<file path="config.mk">
export PLATFORM = sky130hd
export DESIGN_NAME = epmp_stack_unit_flat
export DESIGN_NICKNAME = d
export VERILOG_FILES = /design/src/rtl/epmp_stack_unit_pkg.sv /design/src/rtl/epmp_stack_unit_if.sv /design/src/rtl/epmp_stack_ram.sv /design/src/rtl/epmp_stack_unit.sv /design/src/flat_wrapper.sv
export SDC_FILE = /design/constraint.sdc
export NUM_CORES = 1
export LEC_CHECK = 0
export CAP_MARGIN = 10
export CORE_MARGIN = 8
export CORE_UTILIZATION = 45
export DETAILED_ROUTE_END_ITERATION = 16
export PLACE_DENSITY = 0.64
export SLEW_MARGIN = 20
export SYNTH_ARGS = -nofsm -noshare
export SYNTH_HDL_FRONTEND = slang
export SYNTH_SLANG_ARGS = --single-unit
</file>
<file path="constraint.sdc">
create_clock -name clk -period 4.8 [get_ports clk]
set_input_delay 0.96 -clock clk [delete_from_list [all_inputs] [get_ports clk]]
set_output_delay 0.96 -clock clk [all_outputs]
set_load 0.05 [all_outputs]
</file>
<file path="src/rtl/epmp_stack_unit_pkg.sv">
// Shared EPMP definitions: bus width, default stack depth, debug-mode codes and the
// stack operation decode used by epmp_stack_unit.
package epmp_stack_unit_pkg;

  localparam int EPMP_DATA_W      = 8;
  localparam int EPMP_STACK_DEPTH = 16;

  // Debug stepping modes, numbered to match the control unit.
  typedef enum logic [1:0] {
    DBG_RUN   = 2'd0,
    DBG_ISTEP = 2'd1,
    DBG_MSTEP = 2'd2,
    DBG_USTEP = 2'd3
  } dbg_mode_e;

  typedef enum logic [1:0] {
    OP_NONE    = 2'd0,
    OP_PUSH    = 2'd1,
    OP_POP     = 2'd2,
    OP_REPLACE = 2'd3
  } stack_op_e;

  // Simultaneous push+pop rewrites the top entry, or degrades to a push on an empty stack.
  function automatic stack_op_e decode_op(input logic exec_en, input logic push,
                                          input logic pop, input logic empty);
    if (!exec_en)     return OP_NONE;
    if (push && pop)  return empty ? OP_PUSH : OP_REPLACE;
    if (push)         return OP_PUSH;
    if (pop)          return OP_POP;
    return OP_NONE;
  endfunction

endpackage

</file>
<file path="src/rtl/epmp_stack_unit_if.sv">
// Internal-bus / control-unit strobe bundle between the EPMP control unit and the stack.
interface epmp_stack_unit_if
  import epmp_stack_unit_pkg::*;
#(
  parameter int DATA_W = EPMP_DATA_W
);
  logic              Exec_En;
  logic              Push_Stack;
  logic              Pop_Stack;
  logic [DATA_W-1:0] Din;
  logic [DATA_W-1:0] Dout;
  logic              Out_En;

  modport master (
    output Exec_En, Push_Stack, Pop_Stack, Din,
    input  Dout, Out_En
  );

  modport slave (
    input  Exec_En, Push_Stack, Pop_Stack, Din,
    output Dout, Out_En
  );
endinterface

</file>
<file path="src/rtl/epmp_stack_ram.sv">
// Stack storage: DEPTH x DATA_W register array, one synchronous write port and
// NRD combinational read ports. Contents are never cleared.
module epmp_stack_ram #(
  parameter int DATA_W = 8,
  parameter int DEPTH  = 16,
  parameter int NRD    = 1,
  parameter int AW     = $clog2(DEPTH)
) (
  input  logic              clk,
  input  logic              we,
  input  logic [AW-1:0]     waddr,
  input  logic [DATA_W-1:0] wdata,
  input  logic [AW-1:0]     raddr [NRD],
  output logic [DATA_W-1:0] rdata [NRD]
);

  logic [DATA_W-1:0] mem [DEPTH];

  always_ff @(posedge clk) begin
    if (we) begin
      mem[waddr] <= wdata;
    end
  end

  // DEPTH is a power of two, so every AW-bit address is in range.
  generate
    for (genvar gi = 0; gi < NRD; gi++) begin : g_rd
      assign rdata[gi] = mem[raddr[gi]];
    end
  endgenerate

endmodule

</file>
<file path="src/rtl/epmp_stack_unit.sv">
// EPMP hardware LIFO on the internal bus: pointer, full/empty, sticky error flags.
// Optional EPMP_STACK_DEBUG_EN adds Dbg_Addr/Dbg_Data array peek and Dbg_Peak high-water mark.
module epmp_stack_unit
  import epmp_stack_unit_pkg::*;
#(
  parameter int DATA_W = EPMP_DATA_W,
  parameter int DEPTH  = EPMP_STACK_DEPTH,
  parameter int PTR_W  = $clog2(DEPTH) + 1
) (
  input  logic              clk,
  input  logic              Reset,
  epmp_stack_unit_if.slave  bus,
  output logic [PTR_W-1:0]  SP,
  output logic              Empty,
  output logic              Full,
  output logic              Overflow,
  output logic              Underflow
`ifdef EPMP_STACK_DEBUG_EN
  ,
  input  logic [PTR_W-2:0]  Dbg_Addr,
  output logic [DATA_W-1:0] Dbg_Data,
  output logic [PTR_W-1:0]  Dbg_Peak
`endif
);

  localparam int AW = PTR_W - 1;
`ifdef EPMP_STACK_DEBUG_EN
  localparam int NRD = 2;
`else
  localparam int NRD = 1;
`endif

  logic [PTR_W-1:0]  sp_reg, sp_next;
  logic              overflow_reg, overflow_next;
  logic              underflow_reg, underflow_next;
  logic              empty, full;
  stack_op_e         op;
  logic              wr_en;
  logic [AW-1:0]     wr_addr;
  logic [AW-1:0]     top_idx;
  logic [AW-1:0]     rd_addr [NRD];
  logic [DATA_W-1:0] rd_data [NRD];

  assign empty   = (sp_reg == '0);
  assign full    = (sp_reg == PTR_W'(DEPTH));
  assign top_idx = AW'(sp_reg - PTR_W'(1));
  assign op      = decode_op(bus.Exec_En, bus.Push_Stack, bus.Pop_Stack, empty);

  always_comb begin
    sp_next        = sp_reg;
    overflow_next  = overflow_reg;
    underflow_next = underflow_reg;
    wr_en          = 1'b0;
    wr_addr        = sp_reg[AW-1:0];
    unique case (op)
      OP_PUSH: begin
        if (full) begin
          overflow_next = 1'b1;
        end else begin
          wr_en   = 1'b1;
          sp_next = sp_reg + PTR_W'(1);
        end
      end
      OP_POP: begin
        if (empty) begin
          underflow_next = 1'b1;
        end else begin
          sp_next = sp_reg - PTR_W'(1);
        end
      end
      OP_REPLACE: begin
        wr_en   = 1'b1;
        wr_addr = top_idx;
      end
      default: ;
    endcase
    // Reset must also suppress a same-cycle array write.
    if (Reset) begin
      wr_en = 1'b0;
    end
  end

  always_ff @(posedge clk) begin
    if (Reset) begin
      sp_reg        <= '0;
      overflow_reg  <= 1'b0;
      underflow_reg <= 1'b0;
    end else begin
      sp_reg        <= sp_next;
      overflow_reg  <= overflow_next;
      underflow_reg <= underflow_next;
    end
  end

  assign rd_addr[0] = top_idx;

  epmp_stack_ram #(
    .DATA_W (DATA_W),
    .DEPTH  (DEPTH),
    .NRD    (NRD),
    .AW     (AW)
  ) u_ram (
    .clk   (clk),
    .we    (wr_en),
    .waddr (wr_addr),
    .wdata (bus.Din),
    .raddr (rd_addr),
    .rdata (rd_data)
  );

  assign bus.Dout   = empty ? '0 : rd_data[0];
  assign bus.Out_En = bus.Pop_Stack && !empty;
  assign SP         = sp_reg;
  assign Empty      = empty;
  assign Full       = full;
  assign Overflow   = overflow_reg;
  assign Underflow  = underflow_reg;

`ifdef EPMP_STACK_DEBUG_EN
  logic [PTR_W-1:0] peak_reg;

  always_ff @(posedge clk) begin
    if (Reset) begin
      peak_reg <= '0;
    end else if (sp_next > peak_reg) begin
      peak_reg <= sp_next;
    end
  end

  assign rd_addr[1] = Dbg_Addr;
  assign Dbg_Data   = rd_data[1];
  assign Dbg_Peak   = peak_reg;
`endif

endmodule

</file>
<file path="src/flat_wrapper.sv">
// flat-port wrapper written by rule: the top's interface ports become plain ports
module epmp_stack_unit_flat import epmp_stack_unit_pkg::*;
#(
  parameter int DATA_W = EPMP_DATA_W,
  parameter int DEPTH  = EPMP_STACK_DEPTH,
  parameter int PTR_W  = $clog2(DEPTH) + 1
)
  (clk, Reset, SP, Empty, Full, Overflow, Underflow, bus_Exec_En, bus_Push_Stack, bus_Pop_Stack, bus_Din, bus_Dout, bus_Out_En);
  epmp_stack_unit_if #(.DATA_W(DATA_W)) bus_i ();
  input  logic clk;
  input  logic Reset;
  output logic [PTR_W-1:0] SP;
  output logic Empty;
  output logic Full;
  output logic Overflow;
  output logic Underflow;
  input wire logic [$bits(bus_i.Exec_En)-1:0] bus_Exec_En;
  input wire logic [$bits(bus_i.Push_Stack)-1:0] bus_Push_Stack;
  input wire logic [$bits(bus_i.Pop_Stack)-1:0] bus_Pop_Stack;
  input wire logic [$bits(bus_i.Din)-1:0] bus_Din;
  output wire logic [$bits(bus_i.Dout)-1:0] bus_Dout;
  output wire logic [$bits(bus_i.Out_En)-1:0] bus_Out_En;
  assign bus_i.Exec_En = bus_Exec_En;
  assign bus_i.Push_Stack = bus_Push_Stack;
  assign bus_i.Pop_Stack = bus_Pop_Stack;
  assign bus_i.Din = bus_Din;
  assign bus_Dout = bus_i.Dout;
  assign bus_Out_En = bus_i.Out_En;
  epmp_stack_unit #(.DATA_W(DATA_W), .DEPTH(DEPTH), .PTR_W(PTR_W)) u_core (.clk(clk), .Reset(Reset), .bus(bus_i), .SP(SP), .Empty(Empty), .Full(Full), .Overflow(Overflow), .Underflow(Underflow));
endmodule
</file>
==> impl_metrics.toml <==
[synthesis]
syn-cell-area_sq_um = 5700
ys_ff_latch = 135
synth_area_per_cell_sq_um = 17.2
synth_edf_count = 128
synth_top_flop_cell = "edfxtp_1"
synth_cell_types = 47
synth_top_cell_by_area = "edfxtp_1"
synth-async-reset-ratio = 0
syn_nets = 351
postSynthCellCount = 332
yosysMostFrequentCell = "edfxtp_1"
synth_common_cells = "128 x edfxtp_1, 37 x nand3_1, 32 x mux4_2"
ys_seq_area_frac = 0.699
ys.warnings.count = 0
netlist.area_leader.share = 0.674
synth.area.top_cells = "edfxtp_1 67%, mux4_2 13%, nand3_1 3.2%"

[timing]
worst_pin_slew_ps = 864
rsz0062_at_grt = "no"
slew-limit-headroom = 0.422
period_needed_ps = 4170
fin_skew_ps = 7.13
maxSlewViolCount = 0
finalCritPeriodShare = 0.869
setup_violations = 0
max_freq_mhz = 240
finalHoldViolations = 0
setup_tns_ps = 0

[route]
dr.first_iter.drc_count = 311
drc = 0
vias_per_cell = 5.81
num_vias = 3204
finalWirelength_mm = 12.6
ant_nets = 0
drt_pass1_iterations = 5
avgRoutedWirePerCell_microns = 22.8

[floorplanning]
initial_core_util = 0.455
die_y_microns = 129
ios = 31
die_w_microns = 129
core_area_sq_um = 12500
rows = 41
die_area_sq_um = 16500

[placement]
portBuffers = 30
post-dp-hpwl_mm = 8.37
place.gp.congestion = 0.926
place_area_sq_um = 6240

[layout]
drive_above_1_share = 0.203
nets = 385
syn_to_final_growth_pct = 18.9
n_antenna_cell = 0
design_area_sq_um = 6770

[clocking]
ctsRootBufferMaster = "clkbuf_16"
htreeDepth = 4
cts_buffer_depth = 2
tritoncts = "built"
clock_sinks = 135
clk_pin_slew_ps = 60
postCtsSetupRepairBufs = 0
cts_made_buffers = 17
cts_hold_buf = 0
ctsResizeCount = 0
insertion_delay_ps = 410

[pwr]
combPwrFrac = 0.247
powerDensity_nw_per_um2 = 484
swShare = 0.281
pwr-share-seq = 0.399
power_switching_w = 0.000922
p_int_w = 0.00236
p_clk_frac = 0.354
ir_worst_vdd_mv = 0.281
p_leak_nw = 2.11

[worst_setup_path]
cp-endpoint = "bus_Dout[5]"
crit_fanout = 28
cp.required_ps = 3840
startpoint = "u_core.SP[1]"
arrival_ps = 3210
critical_path_class = "reg -> out"
endpoint_kind = "output port"
reg2reg_depth = 11
cp-start-kind = "flip-flop"
r2r-end = "u_core.u_ram.mem[14][4]"
r2r_start = "u_core.SP[1]"
reg2reg_slack_ps = 690

[global_routing]
grt_pass1_vias = 3264
track_usage = 0.166
grt.overflow.total = 0
grt_pass1_wl_mm = 19.7
grt_start_max_net_pins = 47
antenna_found_initial = 0

[flow_run]
cap_violations = 0

[worst_hold_path]
hold_path_class = "reg -> reg"

[outcome]
status = "completed"
placed cells by master, fill, tap and decap left out, types with 2 or more instances in the layout:
cell,n
ha_1,6
nand3_1,37
dfxtp_1,6
o211ai_1,4
or3_1,3
mux4_2,32
o21ai_1,4
o21bai_1,2
clkbuf_16,17
or3b_2,3
nand2_1,5
o21ai_0,5
buf_4,2
nor2_1,21
clkdlybuf4s50_1,22
inv_1,9
a21oi_1,4
a41oi_1,8
buf_12,8
nor2b_1,6
edfxtp_1,128
clkbuf_1,6
nand2b_1,4
clkbuf_8,5
clkinv_2,4
a22oi_1,2
worst max-delay path: stages (launching register included):
cell and delay, ps:
dfxtp_1 530, inv_1 130, ha_1 550, buf_4 460
mux4_2 300, nand3_1 100, a41oi_1 510, buf_12 200
power groups by stage:
| stage | sequential [W] | combinational [W] | clock (W) |
|---|---|---|---|
| 6_report | 0.00131 | 0.000811 | 0.00116 |
| 5_1_grt | 0.00131 | 0.000857 | 0.00122 |
| 4_1_cts | 0.00131 | 0.000818 | 0.00118 |
| 3_5_place_dp | 0.00133 | 0.000813 | 0 |
| 3_3_place_gp | 0.00133 | 0.000809 | 0 |
| 2_1_floorplan | 0.00134 | 0.000504 | 0 |
routing by layer:
metal,global-route usage,share of wire
met5,0,0
met4,0.0705,0.021
met3,0.0484,0.079
met2,0.242,0.46
met1,0.227,0.44
worst min path at each step:
stage                     startpoint          endpoint  slack, ps  depth (start not counted)
finish              u_core.Underflow  u_core.Underflow        470                          2
floorplan            u_core.Overflow   u_core.Overflow        720                          2
detailed placement  u_core.Underflow  u_core.Underflow        460                          2
global route         u_core.Overflow   u_core.Overflow        510                          2
global placement     u_core.Overflow   u_core.Overflow        450                          2
CTS                 u_core.Underflow  u_core.Underflow        480                          2
registers in the layout, summed over array words and instances (netlist names):
name,count
u_core.Overflow,1
u_core.SP,5
u_core.Underflow,1
u_core.u_ram.mem,128
cell type report:
class	instances	area, sq um
sequential	135	3990
multi-input combinational	171	1610
timing repair buffer	32	395
tap	172	215
fill	1025	5740
inverter	9	33.8
clock buffer	28	517
clock inverter	4	20.0
stage by stage:
step | util | hold WS (ps) | std cells | total power [W] | worst slack (ps)
2_1_floorplan | - | 723 | 332 | 0.00185 | 544
5_1_grt | 0.541 | 507 | 551 | 0.00339 | 366
3_3_place_gp | 0.498 | 454 | 519 | 0.00214 | 866
3_5_place_dp | 0.498 | 463 | 519 | 0.00214 | 751
6_report | 0.541 | 469 | 551 | 0.00328 | 627
4_1_cts | 0.541 | 477 | 551 | 0.00331 | 647
kinds of logic after synthesis:
kind of cell	Yosys count	synth area share
flops	135	0.699
mux	34	0.131
buf+inv	26	0.0189
xor+xnor	2	0.00307
fa+ha+maj	6	0.0132
simple gates	89	0.0826
compound gates	40	0.0525
(Power assumes the default switching activity.)
